--- src/rtl/ex_div_unit.sv ---
// Multi-cycle 32-bit restoring divider for MIPS DIV/DIVU.
// Returns {remainder, quotient} for the HI/LO write path after 33 cycles.
module ex_div_unit (
    input  logic        clk,
    input  logic        rst,
    input  logic        signed_div_i,
    input  logic [31:0] opdata1_i,
    input  logic [31:0] opdata2_i,
    input  logic        start_i,
    input  logic        annul_i,
    output logic [63:0] result_o,
    output logic        ready_o,
    output logic        busy_o
);

    typedef enum logic [1:0] {
        S_IDLE    = 2'd0,
        S_DIVZERO = 2'd1,
        S_RUN     = 2'd2,
        S_DONE    = 2'd3
    } state_t;

    state_t      state, state_nxt;
    logic [5:0]  cnt;
    logic [31:0] quo;
    logic [31:0] rem;
    logic [31:0] dvs;
    logic        sign1, sign2, signed_q;

    logic        accept;
    logic        last_step;
    logic [32:0] rem_sh;
    logic [31:0] quo_sh;
    logic [32:0] trial;
    logic [31:0] op1_abs, op2_abs;
    logic [31:0] q_fix, r_fix;

    assign accept    = start_i & ~annul_i;
    assign last_step = (cnt == 6'd32);

    // Shift {rem, quo} left by one; the 33-bit shifted remainder feeds the trial subtract.
    assign rem_sh = {rem, quo[31]};
    assign quo_sh = {quo[30:0], 1'b0};
    assign trial  = rem_sh - {1'b0, dvs};

    assign op1_abs = (signed_div_i && opdata1_i[31]) ? (32'd0 - opdata1_i) : opdata1_i;
    assign op2_abs = (signed_div_i && opdata2_i[31]) ? (32'd0 - opdata2_i) : opdata2_i;

    // Magnitudes are used throughout, so |0x80000000| wraps back to itself and the
    // overflow case falls out as quotient 0x80000000, remainder 0.
    assign q_fix = (signed_q && (sign1 ^ sign2)) ? (32'd0 - quo) : quo;
    assign r_fix = (signed_q && sign1)           ? (32'd0 - rem) : rem;

    always_ff @(posedge clk or posedge rst) begin
        if (rst) state <= S_IDLE;
        else     state <= state_nxt;
    end

    always_comb begin
        state_nxt = state;
        case (state)
            S_IDLE: begin
                if (accept) state_nxt = (opdata2_i == 32'd0) ? S_DIVZERO : S_RUN;
            end
            S_DIVZERO: begin
                state_nxt = annul_i ? S_IDLE : S_DONE;
            end
            S_RUN: begin
                if (annul_i)        state_nxt = S_IDLE;
                else if (last_step) state_nxt = S_DONE;
            end
            S_DONE: begin
                if (annul_i || !start_i) state_nxt = S_IDLE;
            end
            default: state_nxt = S_IDLE;
        endcase
    end

    always_ff @(posedge clk or posedge rst) begin
        if (rst) begin
            cnt      <= 6'd0;
            quo      <= 32'd0;
            rem      <= 32'd0;
            dvs      <= 32'd0;
            sign1    <= 1'b0;
            sign2    <= 1'b0;
            signed_q <= 1'b0;
            result_o <= 64'd0;
        end else begin
            case (state)
                S_IDLE: begin
                    if (accept && opdata2_i != 32'd0) begin
                        quo      <= op1_abs;
                        dvs      <= op2_abs;
                        sign1    <= opdata1_i[31];
                        sign2    <= opdata2_i[31];
                        signed_q <= signed_div_i;
                        rem      <= 32'd0;
                        cnt      <= 6'd0;
                    end
                end
                S_DIVZERO: begin
                    result_o <= 64'd0;
                end
                S_RUN: begin
                    if (annul_i) begin
                        result_o <= 64'd0;
                    end else if (last_step) begin
                        result_o <= {r_fix, q_fix};
                    end else begin
                        if (!trial[32]) begin
                            rem <= trial[31:0];
                            quo <= quo_sh | 32'd1;
                        end else begin
                            rem <= rem_sh[31:0];
                            quo <= quo_sh;
                        end
                        cnt <= cnt + 6'd1;
                    end
                end
                S_DONE: begin
                    if (annul_i || !start_i) result_o <= 64'd0;
                end
                default: result_o <= 64'd0;
            endcase
        end
    end

    assign ready_o = (state == S_DONE);
    assign busy_o  = (state == S_DIVZERO) || (state == S_RUN);

endmodule

--- config.mk ---
export PLATFORM = sky130hd
export DESIGN_NAME = ex_div_unit
export DESIGN_NICKNAME = d
export VERILOG_FILES = /design/src/rtl/ex_div_unit.sv
export SDC_FILE = /design/constraint.sdc
export NUM_CORES = 1
export LEC_CHECK = 0
export ABC_AREA = 1
export CORE_ASPECT_RATIO = 2
export CORE_MARGIN = 10
export CORE_UTILIZATION = 40
export DETAILED_ROUTE_END_ITERATION = 8
export PLACE_DENSITY_LB_ADDON = 0.15
export SLEW_MARGIN = 20
export SYNTH_ARGS = -nofsm -noshare
export SYNTH_HDL_FRONTEND = slang
export SYNTH_SLANG_ARGS = --single-unit
--- constraint.sdc ---
create_clock -name clk -period 5.64 [get_ports clk]
set_clock_uncertainty 0.15 [all_clocks]
set_input_delay 1.128 -clock clk [delete_from_list [all_inputs] [get_ports clk]]
set_output_delay 1.128 -clock clk [all_outputs]
set_load 0.02 [all_outputs]
* Yosys cells after proc, flatten, opt, wreduce, memory -nomap -nowiden
Cells that the tools add are included.
** Word-level totals
- Register bits :: 171
- Word-level logic and storage cells :: 74
** Operators by class
- $add $sub $neg :: 6
- Eq/ne operators :: 10
- Bitwise logic cells :: 3
- Reductions and logical operators :: 17
- Muxes and demuxes :: 29
** Operators with widths (number)
- 32-bit 2-to-1 mux :: 11
- 64-bit 2-to-1 mux :: 3
- 64-bit case mux with 3 select lines :: 1
- 32-bit case mux with 2 select lines :: 2
- 1-bit by 32-bit subtractor with 32-bit output, first input constant :: 4
- 33-bit by 32-bit subtractor with 33-bit output :: 1
- 32-bit logical NOT :: 1
- 32-bit nonzero test :: 1
- 6-bit 2-to-1 mux :: 3
- 2-bit 2-to-1 mux :: 6
- 6-bit case mux with 2 select lines :: 1
- 2-bit inequality test, second input constant :: 4
- 2-bit case mux with 4 select lines :: 1
- 6-bit by 1-bit adder with 6-bit output, second input constant :: 1
- 6-bit equality test, second input constant :: 1
- 3-bit AND reduction :: 2
- 1-bit logical AND :: 5
- 2-bit equality test, second input constant :: 2
- 4-bit AND reduction :: 1
- 3-bit inequality test, second input constant :: 1
- 3-bit nonzero test :: 1
- 2-bit by 1-bit equality test with 1-bit output, second input constant :: 1
- 2-bit logical NOT :: 1
- 1-bit logical OR :: 2
- 8 further kinds :: 8

* Depth between registers and ports, before layout
Gate-level depths: netlist (run 1).
- Word-level depth :: 6
- Mapped depth :: 18
- Gate-level depth less buffers :: 17

* Worst setup path after synthesis (run 1)
Ideal clock, no wire load.
- Path kind :: input port to flip-flop
- Start point :: input port opdata2_i[1]
- End point :: register quo[20]
- Required time :: 5.373 ns
- Slack :: 2.903 ns
- Arrival :: 2.470 ns
- Path buffers :: 2
- Stages :: 15
- Library setup time :: 0.117 ns
- Path through :: inv_1 -> ha_1 -> inv_1 -> nor3_2 -> inv_1 -> nor2_1 -> nand4_1 -> nand3_2 -> nand2_4 -> nand2_4 -> inv_2 -> buf_6 -> buf_6 -> nand3_1 -> nand2_1
** On the way
- Word-level cells in the longest chain between the ends :: 4
** RTL lines
- start: declaration :: RTL line 8 : input logic [31:0] opdata2_i,
- 32-bit nonzero test :: RTL line 92 : if (accept && opdata2_i != 32'd0) begin
- 1-bit logical AND :: RTL line 92
- 2-bit inequality test (no line)
- 4-bit AND reduction (no line)
- end signal: assignment :: RTL line 93 : quo <= op1_abs;
- end signal: assignment :: RTL line 113 : quo <= quo_sh | 32'd1;
- end signal: assignment :: RTL line 116 : quo <= quo_sh;
- end: declaration :: RTL line 25 : logic [31:0] quo;
Every way passes these cells.
A chain may end at the register's enable or synchronous reset.

* Worst setup path after layout (run 1)
- Start point :: input port signed_div_i
- End point :: register quo[25]
** On the way
- Word-level cells in the longest chain between the ends :: 4
** RTL lines
- start: declaration :: RTL line 6 : input logic signed_div_i,
- 1-bit logical AND :: RTL line 46 : assign op1_abs = (signed_div_i && opdata1_i[31]) ? (32'd0 - opdata1_i) : opdata1_i;
- 32-bit 2-to-1 mux :: RTL line 46
- 32-bit 2-to-1 mux :: RTL line 92
- 32-bit case mux with 2 select lines :: RTL line 90 : case (state)
Every way passes these cells. The select of a mux whose other input is x is not followed.

==> results_dict.tcl, run 1 <==
set metrics [dict create \
    initial_utilization_pct 40.60 \
    yosys.area_share.adder_pct 3.973 \
    post-dp-hpwl_um 39630 \
    p_int_mw 3.340 \
    synth-seq-cells 171 \
    critical_path.most_common_cell "nand2_1" \
    outcome "finished clean" \
    worst-path-buf-inv 3 \
    detail-route-antenna-nets 0 \
    cts-htree-levels 4 \
    dpl_cell_area_mm2 0.01506 \
    timing.critical_path.to_type "flop" \
    max_freq_mhz 272.3 \
    synth.top_cell.area_share_pct 31.89 \
    hold_buffers 0 \
    syn-cell-area_mm2 0.01342 \
    dp_cells 2631 \
    routed.top_layer "met4" \
    setup_viol 0 \
    synth_simple_gate_area_share_pct 38.21 \
    timing.final.hold_violations 0 \
    die_area_mm2 0.04171 \
    gr-total-overflow 0 \
    worst-endpoint-required_ps 5790 \
    net_switching_power_mw 3.128 \
    post_route_cells_drive_above_1_share_pct 4.348 \
    static-leakage-power_nw 8.113 \
    synth_most_common_cell "nand2_1" \
    synth_xor_area_share_pct 4.765 \
    io_pins 135 \
    seq_area_frac_synth_pct 31.89 \
    slew-limit-headroom_pct 26.51 \
    synth_async_sr_flop_share_pct 100.0 \
    critPathTopFamily "buffers and inverters" \
    routabilityCongestion 1.014 \
    cts_buf_count 17 \
    nets 2329 \
    worstMarginPinSlew_ps 1101 \
    proportion_of_power_drawn_by_combinational_gates_pct 51.4 \
    netlist_instances 2117 \
    drcViolationCount 0 \
    synthesis.nets 2228 \
    insertedDiodeCount 0 \
    whs_path_depth 2 \
    yosys.area.top_type "dfrtp_1" \
    detail_route.wirelength_um 48800 \
    fillerInstances 3530 \
    max-cap-violations 0 \
    detailroute.wirelength.met3_um 1622 \
    viasPerCell 5.133 \
    ys.warnings.count 0 \
    grt_util_all_layers_pct 23.30 \
    worst-path-stages 10 \
    dr_total_vias 13668 \
    layout.cell_area.non_filler_mm2 0.01568 \
    timing.setup.critical_path_class "in -> reg" \
    met2WireLength_um 27410 \
    deepest_clock_path_buffer_count 2 \
    route.layer.met1.wl_um 16050 \
    cts_clk_pin_slew_worst_paths_ps 70 \
    layout_min_cycle_time_ps 3673 \
    area_growth_syn_to_layout_pct 16.89 \
    post-cts-setup-buffer-count 0 \
    port_buffers 134 \
    crit_chain "clkdlybuf4s50_1 -> buf_4 -> nand2_1 -> clkinv_1 -> nand2_1 -> nand2_1 -> nand3_1 -> o21ai_0 -> nand2_1 -> o21ai_0" \
    swShare_pct 48.36 \
    crit_arrival_ps 3820 \
    synthDistinctLibCells 47 \
    muxShareOfSynthArea_pct 0 \
    ctsRootBufferMaster "clkbuf_16" \
    mean_instance_size_in_the_synthesized_netlist_um2 6.338 \
    worstPathMaxFanout 36 \
    synthFlopType "dfrtp_1" \
    critical-path-max-stage-delay_ps 920 \
    min-delay-path-class "reg -> reg" \
    routedWlPerCell_um 18.33 \
    core-area_mm2 0.03305 \
    layoutNonFillerInstCount 2663 \
    floorplan.die.height_um 279.0 \
    critical_path_startpoint_category "input port" \
    reg2regPathDepth 9 \
    final_max_slew_viol_count 0 \
    p_seq_share_pct 28.9 \
    die_x_um 149.5 \
    synth-compound-area-share_pct 10.17 \
    cellPowerDensity_mw_per_mm2 412.4 \
    synth_enable_flop_cells 0 \
    timing.setup.tns_ps 0 \
    timing.critical_path.slowest_stage_cell "clkinv_1" \
    p_clk_share_pct 19.7 \
    cts_repair_resize_count 0 \
    grt_start_max_net_pins 117 \
    placementRows 94 \
    synth_top_family_by_area "simple AND/OR/NAND/NOR gates" \
    cts_tree "yes" \
    grt_first_pass_wirelength_um 74750 \
    detailedRoute.firstIterationViolations 625 \
    grt_antenna_before_repair 0 \
    synthTopCellsByCount "713 x nand2_1, 297 x inv_1, 219 x nand3_1, 183 x nor2_1, 171 x dfrtp_1" \
    first_global_vias 13753 \
    worst_skew_pair.late_latency_ps 460 \
    final_min_period_over_clock_period_pct 65.12 \
    drtPass1Iterations 5 \
    power.ir.vdd_worst_mv 0.2241 \
    synthTopCellsByArea "dfrtp_1 32%, nand2_1 20%, inv_1 8.3%" \
    clock_sink_count 171 \
    setup_repair_after_global_routing_missed_its_margin "false" \
    fin_total_pwr_mw 6.468 \
]
cell usage in the layout, fill, tap and decap left out, types with 2 or more instances in the layout:
cell,synthesis,routed
clkinvlp_4,0,4
inv_6,0,2
nor3_2,3,3
o31ai_1,6,6
o21ai_1,17,17
clkinv_4,0,3
o211ai_1,9,9
nor3_1,21,21
dfrtp_1,171,171
nand3b_1,5,5
clkdlybuf4s50_1,0,134
o21bai_1,5,5
clkbuf_8,0,2
clkinv_1,2,2
and2_1,3,3
nand2_2,17,17
nor2_2,8,8
clkbuf_16,0,17
xnor2_1,20,20
or2_2,4,4
xor2_1,53,53
bufinv_16,0,3
nand4_1,23,23
o21ai_2,4,4
nand2_4,5,5
nor2_1,183,183
a21oi_1,58,58
a22oi_1,2,2
ha_1,41,41
inv_2,5,6
nand3_1,219,219
o22ai_1,4,4
nor4_1,3,3
buf_4,7,10
o21ai_0,141,141
inv_1,297,295
nand2_1,713,713
kinds of logic after synthesis:
kind of cell    Yosys count
fa+ha+maj                42
buf+inv                 367
flops                   171
xor+xnor                 73
simple gates           1212
compound gates          252
final timing paths:
kind	startpoint	end	slack, ps
min reg2reg	result_o[15]$_DFFE_PP0P_	result_o[15]$_DFFE_PP0P_	330
min in group asynchronous	rst	result_o[20]$_DFFE_PP0P_	1010
max reg2reg	state[0]$_DFFE_PP0P_	result_o[55]$_DFFE_PP0P_	2110
max in group asynchronous	rst	dvs[25]$_DFFE_PP0P_	3190
max	signed_div_i	quo[25]$_DFFE_PP0P_	1970
min	result_o[15]$_DFFE_PP0P_	result_o[15]$_DFFE_PP0P_	330
flip-flops by register name (all words and copies together), names as in the netlist:
signal / cells
cnt: 6
state: 2
sign2: 1
result_o: 64
rem: 32
dvs: 32
signed_q: 1
quo: 32
sign1: 1
routing by layer:
layer  track usage [%]  up-vias
met4             17.77        0
li1                  -     6887
met3             2.771      138
met2             45.71      343
met1             20.43     6300
met5                 0        -
through the flow:
step	worst slack, ps	util, %	hold slack, ps
6_report	1967	47.45	333.7
5_1_grt	1664	47.45	351.8
4_1_cts	1971	47.45	335.6
3_5_place_dp	1507	45.58	315.2
3_3_place_gp	1522	45.58	312.4
2_1_floorplan	2179	-	299.1
power by group through the flow:
stage / combinational, mW / clock, mW / sequential, mW
2_1_floorplan: 2.15 / 0 / 1.91
3_3_place_gp: 3.31 / 0 / 1.88
3_5_place_dp: 3.34 / 0 / 1.88
4_1_cts: 3.35 / 1.29 / 1.86
5_1_grt: 3.68 / 1.34 / 1.90
6_report: 3.33 / 1.27 / 1.87
tightest hold or removal path, cell delays in order, from the launching register on:
cell and delay [ps]:
dfrtp_1 350, nand2_1 50, nand2_1 50
cell type report:
class,count,area [um2],area share (%)
repair buffers,145,1436,9.159
well taps,432,540.5,3.447
clock buffers,20,456.7,2.912
clock inverters,12,161.4,1.029
inverters,304,1145,7.300
multi-input cells,1579,7664,48.87
flip-flops and latches,171,4279,27.29
No activity file was read; power rests on OpenSTA's default activity.
==> run 2, diff against run 1 <==
==> constraint.sdc (replaced) <==
create_clock -name clk -period 3.4 [get_ports clk]
set_clock_uncertainty 0.15 [all_clocks]
set_input_delay 0.68 -clock clk [delete_from_list [all_inputs] [get_ports clk]]
set_output_delay 0.68 -clock clk [all_outputs]
set_load 0.02 [all_outputs]
==> results_dict.tcl, run 2 (synthesis results as in run 1) <==
set metrics [dict create \
    slew-limit-headroom_pct 34.37 \
    cts_tree "yes" \
    timing.final.hold_violations 0 \
    cts_repair_resize_count 0 \
    layout_commonest_cell "nand2_1" \
    max-cap-violations 0 \
    cellPowerDensity_mw_per_mm2 683.4 \
    initial_utilization_pct 40.60 \
    layout_min_cycle_time_ps 3073 \
    detail_route.wirelength_um 48810 \
    floorplan.die.height_um 279.0 \
    final_min_period_over_clock_period_pct 90.38 \
    area_growth_syn_to_layout_pct 18.39 \
    insertedDiodeCount 0 \
    detailedRoute.firstIterationViolations 603 \
    cts_buf_count 17 \
    drtPass1Iterations 5 \
    timing.setup.critical_path_class "reg -> reg" \
    max_freq_mhz 325.4 \
    critical_path_startpoint_category "flop" \
    fin_hold_ws_ps 329.9 \
    grt_start_max_net_pins 60 \
    worstPathMaxFanout 7 \
    final_cell_mix "713 x nand2_1, 295 x inv_1, 219 x nand3_1" \
    worst-endpoint-required_ps 3600 \
    final_max_slew_viol_count 0 \
    grt_antenna_before_repair 0 \
    port_buffers 134 \
    cts_clk_pin_slew_worst_paths_ps 70 \
    die_x_um 149.5 \
    power.ir.vdd_worst_mv 0.4322 \
    viasPerCell 5.097 \
    nets 2347 \
    timing.setup.tns_ps 0 \
    outcome "finished clean" \
    worstMarginPinSlew_ps 984.5 \
    timing.critical_path.to_type "flop" \
    io_pins 135 \
    routabilityCongestion 1.062 \
    dr_total_vias 13664 \
    min-delay-path-class "reg -> reg" \
    hold_buffers 0 \
    grt_util_all_layers_pct 23.53 \
    dp_slack_ps 21.58 \
    layout.core_utilization_pct 48.06 \
    largest_reg_flops 64 \
    setup_repair_after_global_routing_missed_its_margin "false" \
    gr-total-overflow 0 \
    post-cts-setup-buffer-count 0 \
    drcViolationCount 0 \
    routedWlPerCell_um 18.21 \
    first_global_vias 13888 \
    setup_slack_ps 327.0 \
    cts-htree-levels 4 \
    placementRows 94 \
    detail-route-antenna-nets 0 \
    grt_first_pass_wirelength_um 75750 \
    worst_skew_pair.late_latency_ps 460 \
    core-area_mm2 0.03305 \
    max_flop_register "result_o" \
    critPathLaunch "quo[31]$_DFFE_PP0P_" \
    post-dp-hpwl_um 39910 \
    die_area_mm2 0.04171 \
    rr_startpoint "quo[31]$_DFFE_PP0P_" \
    ctsRootBufferMaster "clkbuf_16" \
    setup_viol 0 \
    static-leakage-power_nw 8.229 \
    deepest_clock_path_buffer_count 2 \
    clock_sink_count 171 \
    crit_arrival_ps 3270 \
    min_from "result_o[33]$_DFFE_PP0P_" \
    post_route_cells_drive_above_1_share_pct 5.158 \
]
-- run 2: changes by cell type in the layout (fill, tap and decap cells not counted), sizes merged --
cell and change:
buf +18, inv +3, clkbuf -2, clkinvlp -1
-- run 2: worst paths after layout --
check,to,slack [ps],cells after the start
max,rem[6]$_DFFE_PP0P_,330,17
min,result_o[33]$_DFFE_PP0P_,330,2
max reg2reg,rem[6]$_DFFE_PP0P_,330,17
min reg2reg,result_o[33]$_DFFE_PP0P_,330,2
max in group asynchronous,quo[13]$_DFFE_PP0P_,1800,3
min in group asynchronous,result_o[18]$_DFFE_PP0P_,520,2
-- run 2: critical path: stages, from the launching register on --
cell     delay, ps
dfrtp_1        450
inv_1          160
ha_1           260
fa_1           420
inv_1          100
nand2_1         70
nand2_1         90
nand3_1         90
nand2_2        150
nand2_2         60
nand2_2        110
nand2_4         90
nand2_4         80
nand2_1        240
nand2_2        220
nand2_1         70
nand3_1         80
nand2_1         70
-- run 2: area by class of cell --
class / count / area [um2]
inverter: 304 / 1145
multi-input combinational: 1579 / 7664
clock buffer: 18 / 439.2
timing repair buffer: 163 / 1634
tap: 432 / 540.5
fill: 3494 / 17170
sequential: 171 / 4279
clock inverter: 14 / 182.7
-- run 2: metrics by stage --
| step | area, um2 | total power [mW] | instances |
|---|---|---|---|
| 4_1_cts | 15880 | 10.91 | 2681 |
| 5_1_grt | 15880 | 11.69 | 2681 |
| 3_3_place_gp | 15260 | 8.706 | 2649 |
| 6_report | 15880 | 10.86 | 2681 |
| 2_1_floorplan | 13420 | 6.734 | 2117 |
| 3_5_place_dp | 15260 | 8.776 | 2649 |
-- run 2: metal layers --
metal,GRT usage [%],up-vias,wire length (um)
li1,-,6939,-
met1,21.44,6307,16700
met2,46.56,293,27480
met3,2.738,125,1340
met4,15.14,0,3294
met5,0,-,0
-- run 2: power breakdown --
group	internal (mW)	leakage, nW	switching [mW]
clock network	1.19	0.300	0.939
registers	2.62	2.27	0.466
logic	1.81	5.66	3.83
